--- config.mk ---
export PLATFORM = sky130hd
export DESIGN_NAME = tile_cursor_ctrl
export DESIGN_NICKNAME = d
export VERILOG_FILES = /design/src/rtl/tile_cursor_ctrl.sv
export SDC_FILE = /design/constraint.sdc
export NUM_CORES = 1
export LEC_CHECK = 0
export CAP_MARGIN = 20
export CORE_MARGIN = 4
export CORE_UTILIZATION = 55
export CTS_CLUSTER_DIAMETER = 40
export DETAILED_ROUTE_END_ITERATION = 8
export GPL_ROUTABILITY_DRIVEN = 0
export HOLD_SLACK_MARGIN = 0.02
export PLACE_DENSITY = 0.8
export SYNTH_ARGS = -nofsm -noshare
export SYNTH_HDL_FRONTEND = slang
export SYNTH_SLANG_ARGS = --single-unit
--- constraint.sdc ---
create_clock -name px_clk -period 2.2 [get_ports px_clk]
set_clock_uncertainty 0.05 [all_clocks]
set_input_delay 0.44 -clock px_clk [delete_from_list [all_inputs] [get_ports px_clk]]
set_output_delay 0.44 -clock px_clk [all_outputs]
set_load 0.005 [all_outputs]
--- src/rtl/tile_cursor_ctrl.sv ---
// Blinking cursor over a COLS x ROWS tile table: reads the tile under the cursor,
// blinks it on game ticks, restores it before each move, and edits its fields in place.
module tile_cursor_ctrl #(
  parameter int              COLS        = 40,
  parameter int              ROWS        = 30,
  parameter int              POSW        = 6,
  parameter int              SPRW        = 8,
  parameter int              IDXW        = 5,
  parameter int              TICK_FRAMES = 21,
  parameter int              INIT_X      = 6,
  parameter int              INIT_Y      = 6,
  parameter logic [SPRW-1:0] CURSOR_SPR  = SPRW'(7)
) (
  input  logic            px_clk,
  input  logic            rst,
  input  logic            endframe,
  input  logic            left,
  input  logic            right,
  input  logic            up,
  input  logic            down,
  input  logic            btn1,
  input  logic            btn2,
  input  logic            busy,
  input  logic            rd_valid,
  input  logic [SPRW-1:0] read_sprite,
  output logic            get,
  output logic            update,
  output logic [POSW-1:0] posx,
  output logic [POSW-1:0] posy,
  output logic [SPRW-1:0] sprite,
  output logic            phase
);

  localparam int FCW = (TICK_FRAMES > 1) ? $clog2(TICK_FRAMES) : 1;
  localparam int ATW = SPRW - IDXW;

  typedef enum logic [2:0] {
    S_READ_REQ, S_READ_WAIT, S_IDLE, S_WRITE, S_RESTORE
  } state_t;

  state_t          state_q, state_d;
  logic [FCW-1:0]  frame_q, frame_d;
  logic            pend_q, pend_d;
  logic            phase_q, phase_d;
  logic            get_q, get_d;
  logic            update_q, update_d;
  logic [POSW-1:0] posx_q, posx_d;
  logic [POSW-1:0] posy_q, posy_d;
  logic [POSW-1:0] tgtx_q, tgtx_d;
  logic [POSW-1:0] tgty_q, tgty_d;
  logic [SPRW-1:0] sprite_q, sprite_d;
  logic [SPRW-1:0] saved_q, saved_d;

  logic            tick, consume, do_edit;
  logic [POSW-1:0] x_dec, x_inc, y_dec, y_inc;
  logic [IDXW-1:0] idx_nxt;
  logic [ATW-1:0]  att_nxt;

  assign tick = endframe && (frame_q == FCW'(TICK_FRAMES - 1));

  // Neighbour coordinates with wrap-around at the grid edges.
  assign x_dec = (posx_q == '0) ? POSW'(COLS - 1) : posx_q - POSW'(1);
  assign x_inc = (posx_q == POSW'(COLS - 1)) ? '0 : posx_q + POSW'(1);
  assign y_dec = (posy_q == '0) ? POSW'(ROWS - 1) : posy_q - POSW'(1);
  assign y_inc = (posy_q == POSW'(ROWS - 1)) ? '0 : posy_q + POSW'(1);

  assign idx_nxt = saved_q[IDXW-1:0] + IDXW'(btn1);
  assign att_nxt = saved_q[SPRW-1:IDXW] + ATW'(btn2);

  always_comb begin
    state_d  = state_q;
    frame_d  = frame_q;
    get_d    = get_q;
    update_d = update_q;
    posx_d   = posx_q;
    posy_d   = posy_q;
    tgtx_d   = tgtx_q;
    tgty_d   = tgty_q;
    sprite_d = sprite_q;
    saved_d  = saved_q;
    consume  = 1'b0;
    do_edit  = 1'b0;

    if (endframe) frame_d = tick ? '0 : frame_q + FCW'(1);

    case (state_q)
      S_READ_REQ: begin
        // get is raised here too so the first request after reset appears unprompted
        if (get_q && !busy) begin
          get_d   = 1'b0;
          state_d = S_READ_WAIT;
        end else begin
          get_d = 1'b1;
        end
      end
      S_READ_WAIT: begin
        if (rd_valid) begin
          saved_d = read_sprite;
          state_d = S_IDLE;
        end
      end
      S_IDLE: begin
        if (pend_q) begin
          consume  = 1'b1;
          update_d = 1'b1;
          if (left || right || up || down) begin
            tgtx_d   = posx_q;
            tgty_d   = posy_q;
            if (left)       tgtx_d = x_dec;
            else if (right) tgtx_d = x_inc;
            else if (up)    tgty_d = y_dec;
            else            tgty_d = y_inc;
            sprite_d = saved_q;
            state_d  = S_RESTORE;
          end else if (btn1 || btn2) begin
            do_edit  = 1'b1;
            saved_d  = {att_nxt, idx_nxt};
            sprite_d = {att_nxt, idx_nxt};
            state_d  = S_WRITE;
          end else begin
            sprite_d = phase_q ? CURSOR_SPR : saved_q;
            state_d  = S_WRITE;
          end
        end
      end
      S_WRITE: begin
        if (update_q && !busy) begin
          update_d = 1'b0;
          state_d  = S_IDLE;
        end
      end
      S_RESTORE: begin
        if (update_q && !busy) begin
          update_d = 1'b0;
          posx_d   = tgtx_q;
          posy_d   = tgty_q;
          get_d    = 1'b1;
          state_d  = S_READ_REQ;
        end
      end
      default: begin
        get_d    = 1'b0;
        update_d = 1'b0;
        state_d  = S_READ_REQ;
      end
    endcase

    // A tick landing on the consuming cycle re-arms the flag.
    pend_d  = tick | (pend_q & ~consume);
    phase_d = do_edit ? 1'b0 : (phase_q ^ tick);
  end

  always_ff @(posedge px_clk) begin
    if (rst) begin
      state_q  <= S_READ_REQ;
      frame_q  <= '0;
      pend_q   <= 1'b0;
      phase_q  <= 1'b0;
      get_q    <= 1'b0;
      update_q <= 1'b0;
      posx_q   <= POSW'(INIT_X);
      posy_q   <= POSW'(INIT_Y);
      tgtx_q   <= POSW'(INIT_X);
      tgty_q   <= POSW'(INIT_Y);
      sprite_q <= '0;
      saved_q  <= '0;
    end else begin
      state_q  <= state_d;
      frame_q  <= frame_d;
      pend_q   <= pend_d;
      phase_q  <= phase_d;
      get_q    <= get_d;
      update_q <= update_d;
      posx_q   <= posx_d;
      posy_q   <= posy_d;
      tgtx_q   <= tgtx_d;
      tgty_q   <= tgty_d;
      sprite_q <= sprite_d;
      saved_q  <= saved_d;
    end
  end

  assign get    = get_q;
  assign update = update_q;
  assign posx   = posx_q;
  assign posy   = posy_q;
  assign sprite = sprite_q;
  assign phase  = phase_q;

endmodule
==> metrics.csv <==
stage,metric,value,unit
timing,RSZ-0062 raised after global routing,false,
setup_path,Reg2Reg Capture Point,tgty_q[5]$_SDFFE_PP0P_,
synth,"Cell Area, Synth",0.00311,mm2
synth,flop and latch count out of synthesis,52,
synth,Post-synth top cells,"dfxtp_1, nand2_1, a21oi_1",
synth,top_reg_cell synth,dfxtp_1,
hold_path,hold path depth,2,
clocking,clock buffer depth,2,
clocking,# hold bufs at CTS,0,
setup_path,FF-to-FF Start,posy[1]$_SDFFE_PP1P_,
global_route,Tot GR Track Use,23.0,%
clocking,buffer count from post-CTS setup fixing,0,
finish,Area Growth Syn to Fin,23.8,%
timing,crit path time final,2.10,ns
global_route,gr ovfl total,0,
route,DRC viols,0,
die,DIE WIDTH,83.1,um
hold_path,min-delay src,sprite[1]$_SDFFE_PP0P_,
synth,post-synth top area share,33.5,%
job,max-cap violations,0,
hold_path,Hold Path Class,flip-flop to flip-flop,
timing,Setup WS post-layout,0.104,ns
run_status,status,completed,
setup_path,flop-to-flop setup slack,0.10,ns
power_and_ir_drop,Max IR drop VDD,0.380,mV
power_and_ir_drop,power after layout,1.98,mW
setup_path,crit-path max FO,7,
die,die footprint,0.00691,mm2
timing,post-route clock period utilization,95.3,%
timing,Worst Hold Slack,0.403,ns
timing,Max transition margin,67.4,%
finish,layout cell share with drive strength beyond 1,12.7,%
die,starting density of the core,56.4,%
clocking,Root Driver,clkbuf_8,
clocking,Worst-path clk slew,0.10,ns
clocking,Clock Latency Late Sink,0.31,ns
placement,final HPWL from detailed placement,5630,um
synth,most common cell in the netlist,dfxtp_1,
route,DR WL/cell,15.2,um
hold_path,Hold Path End,sprite[1]$_SDFFE_PP0P_,
route,TritonRoute pass-1 iters,5,
route,1st-iter DRT viols,227,
clocking,CTS tree,built,
finish,nets,480,
setup_path,FF-to-FF path depth,5,
synth,"EDFF count, synth",0,
synth,Syn Nets,427,
die,Core ar.,0.00551,mm2
global_route,number of global-route vias before repair,3017,
synth,ys async rst share,0,%
synth,largest area contributor in the netlist,dfxtp_1,
timing,worst slew pin tran,0.484,ns
global_route,first-pass GRT wire length,13600,um
synth,Area contributors post-synth,"dfxtp_1, a21oi_1, nand2_1",
synth,cells after synthesis,395,
timing,max-slew violations,0,
finish,antenna cells,0,
route,final WL,7940,um
timing,Max Freq,477,MHz
synth,Yosys cell types,63,
global_route,largest net degree at the start of global routing,40,
setup_path,endpoint class of the critical path,flip-flop,
setup_path,Worst Setup Start Kind,flip-flop,
clocking,clk sink count,52,
power_and_ir_drop,Power Dens Cells,514,mW/mm2
route,Via density,6.03,
route,Routed Antenna Nets,0,
synth,post-synthesis sequential area ratio,33.5,%
power_and_ir_drop,Leak,1.39,nW
global_route,initial antenna violation count,0,
setup_path,worst setup path class,flip-flop to flip-flop,
route,Vias,3142,
setup_path,CP required,2.36,ns
timing,"Hold Vio Cnt, Final",0,
timing,final setup vio count,0,
die,FP Rows,27,
synth,Yosys Warn Count,0,
synth,Syn Area/Cell,7.86,um2
setup_path,worst path arrival time,2.26,ns
placement,Setup WS pre-CTS,-0.347,ns
clocking,CTS Buf Count,5,
clocking,H-tree depth,2,
die,I/O pin count,42,
placement,Buffers on Ports,41,
die,Die Y,83.1,um
power by group:
group,switching [mW],internal [mW]
sequential,0.0680,0.983
clock,0.319,0.222
combinational,0.195,0.189
worst max-delay path, cell delays in order (launching register included):
cell and delay [ns]:
dfxtp_1 0.41, or4b_4 0.54, or4_1 0.42, o311ai_1 0.10, a21oi_1 0.10, o41ai_2 0.37
layer usage:
layer / share of wire [%] / global-route usage, % / up-vias
met5: 0 / 0 / -
met4: 1.6 / 7.88 / 0
met3: 5.8 / 2.78 / 13
met2: 48 / 39.0 / 120
met1: 44 / 30.0 / 1458
li1: - / - / 1551
what timing repair did:
item	4_1_cts	5_1_grt
resized for setup	1	3
endpoints found under the setup margin	1	10
hold endpoints to repair	0	0
pin swaps	1	0
cells in the final DEF, fill, tap and decap left out, drive strengths merged, types with 2 or more instances in the layout:
master and n:
dfxtp 52, nand2 45, clkdlybuf4s50 40, a21oi 35, buf 35, o21ai 31
nor2 29, nand3 18, nor3 16, a211oi 14, inv 13, ha 13
nor3b 7, mux2i 6, nand4 5, xor2 5, clkbuf 5, nor4 5
o31ai 5, and2 4, nand2b 4, a31oi 4, o221ai 3, xnor2 3
a221oi 3, or4 3, clkinv 3, and3 2, nor2b 2, a2bb2oi 2
o22ai 2, a2111oi 2, o211ai 2, or3 2, a32oi 2, or2 2
o41ai 2, and4 2, o311ai 2
registers in the layout, indices dropped and copies added, names as in the netlist:
signal,cells
tgtx_q,6
frame_q,5
get,1
phase,1
update,1
sprite,8
posx,6
tgty_q,6
pend_q,1
posy,6
saved_q,8
state_q,3
final cells by class:
class                   count  area, um2
clock inverters             3       18.8
well taps                  72       90.1
inverters                  13       48.8
clock buffers               5       68.8
flip-flops and latches     52       1040
repair buffers             76        697
multi-input cells         300       1880
fillers                   462       1660
worst max-delay path by stage:
stage	from	to	slack, ns	depth (start not counted)
floorplan	posy[0]$_SDFFE_PP0P_	tgty_q[5]$_SDFFE_PP0P_	0.26	6
global placement	up	tgty_q[5]$_SDFFE_PP0P_	-0.24	6
detailed placement	up	tgty_q[5]$_SDFFE_PP0P_	-0.35	6
CTS	left	tgty_q[1]$_SDFFE_PP1P_	0.09	7
global route	posy[1]$_SDFFE_PP1P_	tgty_q[5]$_SDFFE_PP0P_	0.02	5
finish	posy[1]$_SDFFE_PP1P_	tgty_q[5]$_SDFFE_PP0P_	0.10	5
kinds of logic (layout without fill, tap and decap cells):
logic type      Yosys count  count (layout)  synth area share [%]
buf+inv                  43              97                  6.65
compound gates          118             118                  24.7
xor+xnor                  8               8                  2.26
simple gates            154             154                  25.3
flops                    52              52                  33.5
mux                       7               7                  2.30
fa+ha+maj                13              13                  5.24
metrics by stage:
| stage | cell area, um2 | util, % | setup TNS (ns) | std cells |
|---|---|---|---|---|
| 3_5_place_dp | 3750 | 68.1 | -5.38 | 513 |
| 3_3_place_gp | 3750 | 68.1 | -4.64 | 513 |
| 2_1_floorplan | 3110 | - | 0 | 395 |
| 5_1_grt | 3840 | 69.8 | 0 | 521 |
| 6_report | 3840 | 69.8 | 0 | 521 |
| 4_1_cts | 3830 | 69.6 | 0 | 521 |
(Power assumes the default switching activity.)
